**src/rtl/p09_paddle_controller_pkg.sv**
```systemverilog
// Shared breakout constants and paddle FSM encodings used by the paddle controller,
// painter and ball logic.
package p09_paddle_controller_pkg;

  localparam logic [9:0] SCREEN_WIDTH = 10'd640;
  localparam logic [9:0] PADDLE_WIDTH = 10'd48;
  localparam logic [9:0] X_MAX        = SCREEN_WIDTH - PADDLE_WIDTH;
  localparam logic [9:0] X_RESET      = 10'd296;
  localparam logic [8:0] UPDATE_LINE  = 9'd480;
  localparam logic [2:0] SPEED_MIN    = 3'd1;
  localparam logic [2:0] SPEED_MAX    = 3'd6;
  localparam logic [2:0] ACCEL_FRAMES = 3'd4;

  typedef enum logic [1:0] {
    StIdle  = 2'd0,
    StMoveL = 2'd1,
    StMoveR = 2'd2
  } state_e;

  // Moves x by step in the given direction, clamped to [0, X_MAX] without wrap.
  function automatic logic [9:0] step_x(input logic [9:0] x, input logic [2:0] step,
                                        input state_e dir);
    logic [10:0] sum;
    sum = {1'b0, x} + {8'b0, step};
    if (dir == StMoveL) begin
      step_x = (x < {7'b0, step}) ? 10'd0 : x - {7'b0, step};
    end else if (dir == StMoveR) begin
      step_x = (sum > {1'b0, X_MAX}) ? X_MAX : sum[9:0];
    end else begin
      step_x = x;
    end
  endfunction

endpackage

```
**src/rtl/p09_sync2.sv**
```systemverilog
// Two-flop synchroniser for a single asynchronous input.
module p09_sync2 (
  input  logic clk,
  input  logic nRst,
  input  logic d,
  output logic q
);

  logic meta;

  always_ff @(posedge clk or negedge nRst) begin
    if (!nRst) begin
      meta <= 1'b0;
      q    <= 1'b0;
    end else begin
      meta <= d;
      q    <= meta;
    end
  end

endmodule

```
**src/rtl/p09_paddle_controller.sv**
```systemverilog
// Paddle x position from left/right buttons, updated once per frame on the first
// non-visible line, with a speed ramp while a direction is held.
module p09_paddle_controller
  import p09_paddle_controller_pkg::*;
(
  input  logic       clk,
  input  logic       nRst,
  input  logic [9:0] hpos,
  input  logic [8:0] vpos,
  input  logic       btn_left,
  input  logic       btn_right,
  input  logic       enable,
  input  logic       recentre,
  output logic [9:0] x,
  output logic       moving,
  output logic       at_left_edge,
  output logic       at_right_edge
);

  logic   left_s, right_s;
  logic   tick;
  state_e dir;
  state_e state;
  logic [2:0] speed;
  logic [2:0] acc_cnt;
  logic [2:0] step;

  p09_sync2 u_sync_left (
    .clk  (clk),
    .nRst (nRst),
    .d    (btn_left),
    .q    (left_s)
  );

  p09_sync2 u_sync_right (
    .clk  (clk),
    .nRst (nRst),
    .d    (btn_right),
    .q    (right_s)
  );

  assign tick = (hpos == 10'd0) && (vpos == UPDATE_LINE);

  always_comb begin
    dir = StIdle;
    if (left_s && !right_s) begin
      dir = StMoveL;
    end else if (right_s && !left_s) begin
      dir = StMoveR;
    end
  end

  // A fresh move or a reversal always starts at the minimum speed.
  assign step = (dir == state) ? speed : SPEED_MIN;

  always_ff @(posedge clk or negedge nRst) begin
    if (!nRst) begin
      x       <= X_RESET;
      state   <= StIdle;
      speed   <= SPEED_MIN;
      acc_cnt <= 3'd0;
    end else if (tick) begin
      if (recentre) begin
        x       <= X_RESET;
        state   <= StIdle;
        speed   <= SPEED_MIN;
        acc_cnt <= 3'd0;
      end else if (!enable || dir == StIdle) begin
        state   <= StIdle;
        speed   <= SPEED_MIN;
        acc_cnt <= 3'd0;
      end else begin
        x <= step_x(x, step, dir);
        if (dir != state) begin
          state   <= dir;
          speed   <= SPEED_MIN;
          acc_cnt <= 3'd1;
        end else if (acc_cnt == ACCEL_FRAMES - 3'd1) begin
          acc_cnt <= 3'd0;
          speed   <= (speed < SPEED_MAX) ? speed + 3'd1 : SPEED_MAX;
        end else begin
          acc_cnt <= acc_cnt + 3'd1;
        end
      end
    end
  end

  assign moving        = (state != StIdle);
  assign at_left_edge  = (x == 10'd0);
  assign at_right_edge = (x == X_MAX);

endmodule

```
**config.mk**
```make
export PLATFORM = sky130hd
export DESIGN_NAME = p09_paddle_controller
export DESIGN_NICKNAME = d
export VERILOG_FILES = /design/src/rtl/p09_paddle_controller_pkg.sv /design/src/rtl/p09_sync2.sv /design/src/rtl/p09_paddle_controller.sv
export SDC_FILE = /design/constraint.sdc
export NUM_CORES = 1
export LEC_CHECK = 0
export ABC_CLOCK_PERIOD_IN_PS = 5400
export CORE_ASPECT_RATIO = 1.4
export CORE_UTILIZATION = 50
export CTS_CLUSTER_DIAMETER = 40
export CTS_CLUSTER_SIZE = 10
export DETAILED_ROUTE_END_ITERATION = 10
export DONT_BUFFER_PORTS = 1
export PLACE_DENSITY = 0.74
export SETUP_SLACK_MARGIN = 0.15
export SLEW_MARGIN = 15
export SYNTH_ARGS = -nofsm -noshare
export SYNTH_HDL_FRONTEND = slang
export SYNTH_SLANG_ARGS = --single-unit
export TNS_END_PERCENT = 30
```
**constraint.sdc**
```tcl
create_clock -name clk -period 5.4 [get_ports clk]
set_input_delay 1.08 -clock clk [delete_from_list [all_inputs] [get_ports clk]]
set_output_delay 1.08 -clock clk [all_outputs]
set_load 0.05 [all_outputs]
```
==> run_results.csv <==
group,metric,value,unit
pwr,leakage,0.8528,nW
worst_setup_path,cp-end-kind,"register",
placed_design,dpl.hpwl,3.614,mm
timing,finalSetupTns,0,ps
clock_tree,path_clk_slew,80,ps
hold_path,worstHoldStart,"u_sync_left.meta",
pwr,pwr-share-comb,0.063,
hold_path,hold_depth,0,
timing,slew_viol_final,0,
worst_setup_path,required,5570,ps
clock_tree,numCtsBuffers,3,
clock_tree,post_cts_resized,0,
global_routing,grt_pass1_vias,1705,
global_routing,grt_antenna_before_repair,0,
timing,final.period_utilization,0.6339,
yosys,netlist-cell-type-count,72,
yosys,syn_inst,241,
drt,wl_per_cell,17.91,um
yosys,synth_edf_count,0,
yosys,ys_top_cells_by_area,"dfrtp_1, ha_1, dfstp_2",
worst_setup_path,rrSetupSlack,1980,ps
final_layout,syn_to_final_growth,0.1201,%
clock_tree,cts_setup_buffers,0,
clock_tree,clockRootBuffer,"clkbuf_8",
pwr,fin_total_pwr,0.0003475,W
yosys,ys_seq_area_frac,0.2667,
floorplan,core_area,0.003953,mm^2
timing,skew,4.088,ps
final_layout,diodes,0,
global_routing,track_usage,0.2281,
global_routing,grt-ovfl-total,0,
pwr,p_per_area,166.6,mW/mm^2
global_routing,grt_max_degree,28,
floorplan,start_util,0.5271,
yosys,ys_ff_latch,22,
floorplan,rows,27,
worst_setup_path,arrival,3590,ps
timing,hold_viol_final,0,
pwr,vdd_drop_max,0.1338,mV
pwr,power.share.sequential,0.480,
worst_setup_path,cp-start-kind,"register",
clock_tree,cts_tree,"done",
drt,drt-pass1-iter-count,4,
floorplan,die_y,78.38,um
clock_tree,cts_sinks,22,
yosys,ys_async_sr_fraction,1.000,
drt,via_per_inst,6.662,
timing,post-route-min-period,3423,ps
clock_tree,postCtsHoldBufs,0,
worst_setup_path,cp-startpoint,"u_sync_left.q",
worst_setup_path,r2r_start,"u_sync_left.q",
timing,slew_headroom,0.4373,
drt,dr_total_vias,1832,
worst_setup_path,r2r_cells,13,
placed_design,io_buffers,0,
worst_setup_path,crit_type,"reg -> reg",
drt,drt-total-wl,4.926,mm
pwr,netSwitchingFraction,0.2120,
pwr,power.clock.fraction,0.457,
global_routing,grt_pass1_wl,8.017,mm
hold_path,hp-class,"reg -> reg",
yosys,synth-warning-count,0,
final_layout,n_fill_cell,367,
drt,first_iter_violations,87,
yosys,ys.flop_type,"dfrtp_1",
placed_design,place.gp.congestion,0.9116,
run,drv_cap,0,
yosys,syn_avg_cell_area,8.644,um^2
yosys,synth_top_cell_by_area,"dfrtp_1",
worst_setup_path,cp_max_fo,27,
timing,clock.fmax,292.1,MHz
pwr,intPower,0.0002738,W
clock_tree,htreeDepth,1,
timing,rsz0062_at_grt,"no",
yosys,yosys-top-cells-count,"nand2_1, dfrtp_1, o21ai_0",
floorplan,ios,38,
yosys,netlist_area,0.002083,mm^2
outcome,status,"complete, no violations",
timing,whs,357.6,ps
yosys,yosysMostFrequentCell,"nand2_1",
pwr,p_switching,0.00007367,W
timing,setup_viol,0,
yosys,yosys.area.top_type_share,0.2162,
final_layout,drive_gt1_frac,0.1336,
clock_tree,clock_path_buffers,2,
floorplan,design.die.area,0.004433,mm^2
clock_tree,insertion_delay,270,ps
hold_path,worstHoldEndpoint,"u_sync_left.q",
timing,worst_pin_slew,844.1,ps
final_layout,nets,270,
worst_setup_path,r2r_end,"x[1]",
drt,detail-route-antenna-nets,0,
floorplan,die_w,56.56,um
drt,drc,0,
yosys,synth_nets,278,
kinds of logic after synthesis:
group,after synthesis,share of synthesized area
AND/OR/NAND/NOR,103,0.2745
AO/OA/AOI/OAI,67,0.2499
buffers and inverters,29,0.09129
flip-flops,22,0.2667
adder cells (fa/ha/maj),12,0.07928
XOR/XNOR,6,0.02883
multiplexers,2,0.009610
area by class of cell:
cell class                      count  area [um^2]  share of cell area
Clock inverter                      1        30.03             0.01440
Sequential cell                    22        555.5              0.2663
Clock buffer                        3        41.29             0.01980
Inverter                           14        52.55             0.02519
Tap cell                           43        53.80             0.02579
Timing Repair Buffer                2        15.01            0.007199
Multi-Input combinational cell    190         1338              0.6413
sequential cells by signal (all words and copies together), names as in the netlist:
| name | count |
|---|---|
| x | 10 |
| u_sync_right.q | 1 |
| speed | 3 |
| acc_cnt | 3 |
| u_sync_left.q | 1 |
| state | 2 |
| u_sync_left.meta | 1 |
| u_sync_right.meta | 1 |
worst max-delay path by stage:
stage | to | depth (start not counted)
global route | x[1] | 14
detailed placement | x[1] | 13
floorplan | at_left_edge | 3
finish | x[1] | 13
CTS | x[1] | 13
global placement | x[1] | 13
per-stage QoR:
| stage | worst slack, ps | cell area [um^2] | utilization | instances |
|---|---|---|---|---|
| floorplan | 2014 | 2083 | - | 241 |
| global route | 1704 | 2086 | 0.5277 | 275 |
| detailed placement | 2013 | 2014 | 0.5097 | 271 |
| global placement | 2049 | 2014 | 0.5097 | 271 |
| CTS | 1975 | 2086 | 0.5277 | 275 |
| finish | 1977 | 2086 | 0.5277 | 275 |
power groups by stage:
stage          registers [W]  clock network [W]   logic, W
6_report            0.000167           0.000159  0.0000217
5_1_grt             0.000167           0.000169  0.0000240
4_1_cts             0.000167           0.000163  0.0000215
3_5_place_dp        0.000170                  0  0.0000214
3_3_place_gp        0.000170                  0  0.0000213
2_1_floorplan       0.000170                  0  0.0000199
cell usage in the layout (no fill, tap or decap), types with 4 or more instances in the layout:
cell      n
inv_1    14
dfrtp_1  18
o21ai_1   4
or3_1     4
nor2_1   16
nand3_1  11
xor2_1    4
a21oi_1   7
nor2b_1   4
nand2_1  27
o21ai_0  17
ha_1     10
a31oi_1   6
dfstp_2   4
nor4_1    6
worst max-delay path, cell delays in order (launching register included):
cell and delay [ps]:
dfrtp_1 390, ha_1 190, buf_4 220, xor2_1 190, nor2_1 210, nand2_1 190
fa_1 580, nand2_1 90, nor4_1 230, nor3b_1 100, o31ai_2 330, nand2b_4 220
a41oi_2 100, o41ai_2 280
layer usage:
layer	routed length [um]	share of wire	GRT usage
met4	173	0.035	0.1049
met5	0	0	0
met1	1953	0.40	0.2703
met3	257	0.052	0.04613
met2	2542	0.52	0.3906
Note: power is estimated with default switching activity, not from simulation.
